==> config.mk <==
export PLATFORM = sky130hd
export DESIGN_NAME = muldiv_unit
export DESIGN_NICKNAME = d
export VERILOG_FILES = /design/src/rtl/muldiv_pkg.sv /design/src/rtl/muldiv_unit_div_core.sv /design/src/rtl/muldiv_unit.sv
export SDC_FILE = /design/constraint.sdc
export NUM_CORES = 2
export LEC_CHECK = 0
export ABC_CLOCK_PERIOD_IN_PS = 10660
export BUFFER_PORTS_ARGS = -buffer_cell sky130_fd_sc_hd__buf_4
export CORE_MARGIN = 4
export CORE_UTILIZATION = 30
export CTS_CLUSTER_SIZE = 20
export DETAILED_ROUTE_END_ITERATION = 7
export PLACE_DENSITY = 0.53
export SYNTH_ARGS = -nofsm -noshare
export SYNTH_HDL_FRONTEND = slang
export SYNTH_SLANG_ARGS = --single-unit
==> constraint.sdc <==
create_clock -name clk -period 10.66 [get_ports clk]
set_input_delay 1.066 -clock clk [delete_from_list [all_inputs] [get_ports clk]]
set_output_delay 1.066 -clock clk [all_outputs]
set_load 0.03 [all_outputs]
==> src/rtl/muldiv_pkg.sv <==
// ----------------------------------------------------------------------------
// muldiv_pkg
// Shared definitions for the multi-cycle multiply/divide unit:
//   - op_i encodings (OP_MULT, OP_MULTU, OP_DIV, OP_DIVU)
//   - FSM state enumeration
//   - counter width helper, $clog2(width)+1
// ----------------------------------------------------------------------------
package muldiv_pkg;

   localparam logic [1:0] OP_MULT  = 2'b00;
   localparam logic [1:0] OP_MULTU = 2'b01;
   localparam logic [1:0] OP_DIV   = 2'b10;
   localparam logic [1:0] OP_DIVU  = 2'b11;

   typedef enum logic [1:0] {
      ST_IDLE = 2'b00,
      ST_MUL  = 2'b01,
      ST_DIV  = 2'b10,
      ST_SIGN = 2'b11
   } stateT;

   // Iteration counter width for a given operand width.
   function automatic int cntWidth(input int w);
      return $clog2(w) + 1;
   endfunction

   localparam int CNT_W = cntWidth(32);

endpackage

==> src/rtl/muldiv_unit_div_core.sv <==
// ----------------------------------------------------------------------------
// div_core
// Restoring radix-2 divider datapath on unsigned magnitudes. One quotient bit
// per step, MSB first. The dividend is shifted out of the quotient register
// while quotient bits are shifted in from the right.
// Ports:
//   clk, rst      clock, asynchronous active-low reset
//   load          capture dividend/divisor, clear remainder, counter=WIDTH-1
//   step          perform one iteration
//   dividend      unsigned dividend magnitude
//   divisor       unsigned divisor magnitude
//   quotient      quotient (valid after WIDTH steps)
//   remainder     remainder (valid after WIDTH steps)
//   last          iteration counter is zero (current step is the final one)
// ----------------------------------------------------------------------------
module div_core
   import muldiv_pkg::*;
#(
   parameter int WIDTH = 32,
   parameter int CW    = cntWidth(WIDTH)
) (
   input  logic             clk,
   input  logic             rst,
   input  logic             load,
   input  logic             step,
   input  logic [WIDTH-1:0] dividend,
   input  logic [WIDTH-1:0] divisor,
   output logic [WIDTH-1:0] quotient,
   output logic [WIDTH-1:0] remainder,
   output logic             last
);

   localparam logic [CW-1:0] CNT_LOAD = CW'(WIDTH - 1);

   logic [WIDTH-1:0] quoR;
   logic [WIDTH-1:0] remR;
   logic [WIDTH-1:0] divR;
   logic [CW-1:0]    cntR;

   logic [WIDTH:0]   remShiftS;
   logic [WIDTH:0]   diffS;
   logic [WIDTH-1:0] remNextS;
   logic             qBitS;

   // Trial subtraction: bit WIDTH of the difference acts as the borrow.
   always_comb begin
      remShiftS = {remR, quoR[WIDTH-1]};
      diffS     = remShiftS - {1'b0, divR};
      if (diffS[WIDTH]) begin
         remNextS = remShiftS[WIDTH-1:0];
         qBitS    = 1'b0;
      end else begin
         remNextS = diffS[WIDTH-1:0];
         qBitS    = 1'b1;
      end
   end

   // Iteration registers and counter.
   always_ff @(posedge clk or negedge rst) begin
      if (!rst) begin
         quoR <= {WIDTH{1'b0}};
         remR <= {WIDTH{1'b0}};
         divR <= {WIDTH{1'b0}};
         cntR <= {CW{1'b0}};
      end else if (load) begin
         quoR <= dividend;
         remR <= {WIDTH{1'b0}};
         divR <= divisor;
         cntR <= CNT_LOAD;
      end else if (step) begin
         quoR <= {quoR[WIDTH-2:0], qBitS};
         remR <= remNextS;
         if (cntR != {CW{1'b0}}) begin
            cntR <= cntR - CW'(1);
         end else begin
            cntR <= cntR;
         end
      end else begin
         quoR <= quoR;
         remR <= remR;
         divR <= divR;
         cntR <= cntR;
      end
   end

   assign quotient  = quoR;
   assign remainder = remR;
   assign last      = (cntR == {CW{1'b0}});

endmodule

==> src/rtl/muldiv_unit.sv <==
// ----------------------------------------------------------------------------
// muldiv_unit
// Multi-cycle signed/unsigned multiply/divide unit feeding HI/LO.
// Ports:
//   clk       rising-edge clock
//   rst       asynchronous active-low reset
//   start_i   request, sampled only in IDLE
//   op_i      00 MULT, 01 MULTU, 10 DIV, 11 DIVU
//   a_i, b_i  multiplicand/dividend, multiplier/divisor
//   annul_i   synchronous abort; next edge returns to IDLE, results untouched
//   busy_o    stall request (registered)
//   done_o    one-cycle result-valid pulse (registered)
//   hi_o      product high half / remainder
//   lo_o      product low half / quotient
//   dbz_o     divide-by-zero flag, held with the result
// Configuration macro: DIV_EARLY_OUT_EN -- divides with |a| < |b|, b != 0,
//   skip the iterations and complete after edge 2.
// ----------------------------------------------------------------------------
module muldiv_unit
   import muldiv_pkg::*;
#(
   parameter int WIDTH       = 32,
   parameter int MUL_LATENCY = 2
) (
   input  logic             clk,
   input  logic             rst,
   input  logic             start_i,
   input  logic [1:0]       op_i,
   input  logic [WIDTH-1:0] a_i,
   input  logic [WIDTH-1:0] b_i,
   input  logic             annul_i,
   output logic             busy_o,
   output logic             done_o,
   output logic [WIDTH-1:0] hi_o,
   output logic [WIDTH-1:0] lo_o,
   output logic             dbz_o
);

   localparam int CW = cntWidth(WIDTH);
   localparam int MW = 2 * WIDTH;
   localparam int LW = (MUL_LATENCY > 1) ? $clog2(MUL_LATENCY) : 1;
   localparam logic [LW-1:0] LAT_LOAD = LW'(MUL_LATENCY - 1);

   stateT            stateR;
   logic             busyR, doneR, dbzR;
   logic [WIDTH-1:0] hiR, loR;
   logic [WIDTH-1:0] aR, bR;
   logic             mulSignedR, negQR, negRR, bZeroR, earlyR, waitR;
   logic [LW-1:0]    latCntR;

   logic             isDivS, signedS, negAS, negBS, bZeroS, earlyS;
   logic [WIDTH-1:0] magAS, magBS;
   logic             divLoadS, divStepS, divLastS;
   logic [WIDTH-1:0] divQuoS, divRemS, quoFixS, remFixS;
   logic [MW-1:0]    extAS, extBS, prodS, mulResS;

   // Request decode and operand magnitudes for the divider.
   always_comb begin
      isDivS  = (op_i == OP_DIV) | (op_i == OP_DIVU);
      signedS = (op_i == OP_MULT) | (op_i == OP_DIV);
      negAS   = signedS & a_i[WIDTH-1];
      negBS   = signedS & b_i[WIDTH-1];
      if (negAS) begin
         magAS = {WIDTH{1'b0}} - a_i;
      end else begin
         magAS = a_i;
      end
      if (negBS) begin
         magBS = {WIDTH{1'b0}} - b_i;
      end else begin
         magBS = b_i;
      end
      bZeroS = (b_i == {WIDTH{1'b0}});
`ifdef DIV_EARLY_OUT_EN
      earlyS = ~bZeroS & (magAS < magBS);
`else
      earlyS = 1'b0;
`endif
   end

   assign divLoadS = (stateR == ST_IDLE) & start_i & ~annul_i & isDivS;
   assign divStepS = (stateR == ST_DIV) & ~annul_i;

   div_core #(
      .WIDTH (WIDTH),
      .CW    (CW)
   ) uDivCore (
      .clk       (clk),
      .rst       (rst),
      .load      (divLoadS),
      .step      (divStepS),
      .dividend  (magAS),
      .divisor   (magBS),
      .quotient  (divQuoS),
      .remainder (divRemS),
      .last      (divLastS)
   );

   // Sign correction: quotient negated on differing signs, remainder follows dividend.
   always_comb begin
      if (negQR) begin
         quoFixS = {WIDTH{1'b0}} - divQuoS;
      end else begin
         quoFixS = divQuoS;
      end
      if (negRR) begin
         remFixS = {WIDTH{1'b0}} - divRemS;
      end else begin
         remFixS = divRemS;
      end
   end

   // Full-width product; sign extension to 2*WIDTH gives the signed result in the low bits.
   always_comb begin
      if (mulSignedR) begin
         extAS = {{WIDTH{aR[WIDTH-1]}}, aR};
         extBS = {{WIDTH{bR[WIDTH-1]}}, bR};
      end else begin
         extAS = {{WIDTH{1'b0}}, aR};
         extBS = {{WIDTH{1'b0}}, bR};
      end
      prodS = extAS * extBS;
   end

   // The operand latch is the first stage; MUL_LATENCY-1 product registers follow.
   generate
      if (MUL_LATENCY == 1) begin : gMulComb
         assign mulResS = prodS;
      end else begin : gMulPipe
         logic [MW-1:0] pipeR [MUL_LATENCY-1];
         // Free-running product pipeline.
         always_ff @(posedge clk or negedge rst) begin
            if (!rst) begin
               for (int i = 0; i < MUL_LATENCY - 1; i++) begin
                  pipeR[i] <= {MW{1'b0}};
               end
            end else begin
               pipeR[0] <= prodS;
               for (int i = 1; i < MUL_LATENCY - 1; i++) begin
                  pipeR[i] <= pipeR[i-1];
               end
            end
         end
         assign mulResS = pipeR[MUL_LATENCY-2];
      end
   endgenerate

   // Control FSM with registered handshake and result outputs.
   always_ff @(posedge clk or negedge rst) begin
      if (!rst) begin
         stateR     <= ST_IDLE;
         busyR      <= 1'b0;
         doneR      <= 1'b0;
         dbzR       <= 1'b0;
         hiR        <= {WIDTH{1'b0}};
         loR        <= {WIDTH{1'b0}};
         aR         <= {WIDTH{1'b0}};
         bR         <= {WIDTH{1'b0}};
         mulSignedR <= 1'b0;
         negQR      <= 1'b0;
         negRR      <= 1'b0;
         bZeroR     <= 1'b0;
         earlyR     <= 1'b0;
         waitR      <= 1'b0;
         latCntR    <= {LW{1'b0}};
      end else if (annul_i) begin
         // Abort wins over everything, including a start in IDLE.
         stateR  <= ST_IDLE;
         busyR   <= 1'b0;
         doneR   <= 1'b0;
         waitR   <= 1'b0;
         latCntR <= {LW{1'b0}};
      end else begin
         case (stateR)
            ST_IDLE: begin
               doneR <= 1'b0;
               if (start_i) begin
                  aR         <= a_i;
                  bR         <= b_i;
                  mulSignedR <= signedS;
                  negQR      <= negAS ^ negBS;
                  negRR      <= negAS;
                  bZeroR     <= bZeroS;
                  busyR      <= 1'b1;
                  if (isDivS) begin
                     earlyR <= earlyS;
                     // Early-out spends one extra SIGN cycle so done lands after edge 2.
                     waitR  <= earlyS;
                     if (earlyS) begin
                        stateR <= ST_SIGN;
                     end else begin
                        stateR <= ST_DIV;
                     end
                  end else begin
                     earlyR  <= 1'b0;
                     waitR   <= 1'b0;
                     latCntR <= LAT_LOAD;
                     stateR  <= ST_MUL;
                  end
               end else begin
                  busyR <= 1'b0;
               end
            end
            ST_MUL: begin
               if (latCntR == {LW{1'b0}}) begin
                  hiR    <= mulResS[MW-1:WIDTH];
                  loR    <= mulResS[WIDTH-1:0];
                  dbzR   <= 1'b0;
                  doneR  <= 1'b1;
                  busyR  <= 1'b0;
                  stateR <= ST_IDLE;
               end else begin
                  latCntR <= latCntR - LW'(1);
               end
            end
            ST_DIV: begin
               // div_core performs the final iteration on the same edge.
               if (divLastS) begin
                  stateR <= ST_SIGN;
               end else begin
                  stateR <= ST_DIV;
               end
            end
            ST_SIGN: begin
               if (waitR) begin
                  waitR <= 1'b0;
               end else begin
                  if (bZeroR) begin
                     loR  <= {WIDTH{1'b1}};
                     hiR  <= aR;
                     dbzR <= 1'b1;
                  end else if (earlyR) begin
                     loR  <= {WIDTH{1'b0}};
                     hiR  <= aR;
                     dbzR <= 1'b0;
                  end else begin
                     loR  <= quoFixS;
                     hiR  <= remFixS;
                     dbzR <= 1'b0;
                  end
                  doneR  <= 1'b1;
                  busyR  <= 1'b0;
                  stateR <= ST_IDLE;
               end
            end
            default: begin
               stateR <= ST_IDLE;
               busyR  <= 1'b0;
               doneR  <= 1'b0;
            end
         endcase
      end
   end

   assign busy_o = busyR;
   assign done_o = doneR;
   assign hi_o   = hiR;
   assign lo_o   = loR;
   assign dbz_o  = dbzR;

endmodule

==> impl_metrics.toml <==
[outcome]
outcome = "complete, no violations"

[global_routing]
antenna_found_initial = 8
grt_overflow_total = 0
grt_pass1_vias = 51400
grt_pass1_wl_um = 325000
grt_usage_pct = 19.1
grt_max_degree = 144

[synthesis]
synth.area.top_cells = "fa_1 44%, dfrtp_1 12%, inv_1 9.2%"
ys_warn_count = 0
synth_nets = 8849
yosysMostFrequentCell = "inv_1"
synth_seq_cells = 304
ys_seq_area_share_pct = 11.8
synth_area_um2 = 64400
ys_dominant_reg_cell = "dfrtp_1"
synth_top_family_by_area = "adder cells"
yosysUniqueCellTypes = 76
syn_area_per_cell_um2 = 9.19
synth_compound_area_share_pct = 6.57
synth_top_cells_by_count = "1,587 x inv_1, 1,416 x fa_1, 942 x nand2_1, 566 x and2_1, 352 x ha_1"
synthAdderAreaFrac_pct = 50.9
synth_async_sr_flop_share_pct = 100
netlist_instances = 7011
yosys.area_share.simple_pct = 15.1
synth_edf_count = 0
synth_top_area_share_pct = 44.0
synth_area_leader_cell = "fa_1"
yosys.area_share.xor_xnor_pct = 3.66
synth.area.mux_share_pct = 0.579

[timing]
fin_skew_ps = 25.7
finalSetupViolations = 0
hold_violations = 0
rsz0062_at_grt = "no"
clock.fmax_mhz = 98.7
report.final.slew_viol_count = 0
max-slew-margin-rel_pct = 6.88
finalCritPeriodShare_pct = 95.0
hold_ws_ps = 400
period_needed_ps = 10130
tightest_slew_ps = 1400
tns_ps = 0

[placed_design]
io_buffers = 136
placedCellCount = 9720
gp_congestion = 0.905
dpl.hpwl_um = 174000

[floorplanning]
dieWidth_um = 471
rows = 169
pin_count = 137
coreArea_um2 = 213000
die-height_um = 471
start_util_pct = 30.3
dieArea_um2 = 222000

[routing]
drc = 0
wirelength_um = 209000
first_pass_iters = 5
via_per_inst = 4.77
drt_iter0_drc = 3500
wire_per_inst_um = 21.3
routed-via-count = 46700
drt.antenna.violating_nets = 0

[cts]
cts_resized = 0
cts_tree = "done"
cts_hold_buf = 0
cts_sinks = 304
cts-root-buf = "clkbuf_16"
clock_latency_ps = 580
htree_levels = 2
clk_pin_slew_worst_paths_ps = 70
cts_setup_buffers = 0
cts_buffers = 37
cts_buffer_depth = 3

[setup_path]
required_ps = 11100
worstRegToRegCells = 30
critPathArrivalTime_ps = 10570
r2r_end = "gMulPipe.pipeR[63]"
startpoint_type = "flip-flop"
slowest_stage = "dfrtp_1"
slowest_delay_ps = 1070
cp-end-kind = "flip-flop"
reg2reg_slack_ps = 530
crit-reg2reg-launch = "aR[9]"
path_class = "reg2reg"
cpMostUsedCell = "fa_1"
crit_fanout = 13

[layout]
finalNonFillerCells = 9787
synthToLayoutAreaGrowth_pct = 8.36
n_antenna_cell = 0
drive_gt1_share_pct = 5.05
final_nets = 8777

[min_path]
hp-class = "in2async"

[job]
drv_cap = 0
==> per-layer routing <==
metal  up-vias  routed length [um]  track usage [%]
li1      20800                   -                -
met1     24400               93400             26.6
met2      1352               97300             31.5
met3       204               12300             2.39
met4         2                5540             4.59
met5         -                  20                0
==> flip-flops by register name, indices dropped and copies added (netlist names) <==
| signal | cells |
|---|---|
| gMulPipe.pipeR | 64 |
| aR | 32 |
| bR | 32 |
| hi_o | 32 |
| lo_o | 32 |
| uDivCore.divR | 32 |
| uDivCore.quotient | 32 |
| uDivCore.remainder | 32 |
| uDivCore.cntR | 6 |
| stateR | 2 |
| bZeroR | 1 |
| busy_o | 1 |
| dbz_o | 1 |
| done_o | 1 |
| latCntR | 1 |
| mulSignedR | 1 |
| negQR | 1 |
| negRR | 1 |
==> worst max-delay path by stage <==
stage,startpoint,end,slack [ps],depth (start not counted)
detailed placement,aR[12],gMulPipe.pipeR[63],550,30
CTS,aR[16],gMulPipe.pipeR[63],560,30
floorplan,mulSignedR,gMulPipe.pipeR[63],1730,30
global route,bR[16],gMulPipe.pipeR[62],180,29
finish,aR[9],gMulPipe.pipeR[63],530,30
global placement,aR[9],gMulPipe.pipeR[63],770,31
==> kinds of logic after synthesis <==
logic type,after synthesis
AND/OR/NAND/NOR,1997
buffers and inverters,1953
adder cells (fa/ha/maj),1770
AO/OA/AOI/OAI,682
flip-flops,304
XOR/XNOR,269
multiplexers,36
==> placed cells by master (no fill, tap or decap), types with 10 or more instances in the layout <==
master     netlist  final
a21o_1          55     55
a21oi_1        162    162
a22oi_1         29     29
a31oi_1         30     30
and2_1         566    565
and3_1          38     38
buf_4            1    249
clkbuf_16        0     38
dfrtp_1        304    297
fa_1          1416   1416
ha_1           352    352
inv_1         1587   1587
mux2_1          10     10
mux2i_1         26     26
nand2_1        942    939
nand2b_1        25     25
nand3_1         55     55
nand3b_1        18     18
nand4_1         33     33
nand4b_1        10     10
nor2_1         178    175
nor2b_1         14     14
nor3_1          44     43
nor4_1          20     20
o211ai_1        12     12
o21ai_0        133    133
o21ai_1         90     90
o21bai_1        13     13
o22ai_1         33     33
o31ai_1         29     29
o41ai_1         11     11
or3_1           17     17
xnor2_1        182    182
xor2_1          87     87
==> per-stage QoR <==
stage / utilization, % / cell area, um2 / setup WS [ps]
4_1_cts: 32.8 / 69800 / 560
5_1_grt: 32.8 / 69800 / 183
2_1_floorplan: - / 64400 / 1730
3_5_place_dp: 32.2 / 68500 / 554
6_report: 32.8 / 69800 / 529
3_3_place_gp: 32.2 / 68500 / 773
==> worst max-delay path: cells and delay by family (launching register included) <==
| kind | cells | cell delay, ps |
|---|---|---|
| AO/OA/AOI/OAI | 5 | 1190 |
| adder cells (fa/ha/maj) | 11 | 5100 |
| buffers and inverters | 8 | 1080 |
| flip-flops | 1 | 1070 |
| multiplexers | 1 | 120 |
| AND/OR/NAND/NOR | 5 | 1380 |
==> final cells by class <==
class	count	area, um2
sequential	304	7620
multi-input combinational	4754	49500
fill	22000	143000
clock buffer	51	1040
timing repair buffer	255	1990
inverter	1587	5960
clock inverter	15	201
tap	2821	3530
Power is left out: the tool's default activity adds up to more than one toggle a clock period on the data nets, which glitch-free logic cannot reach.
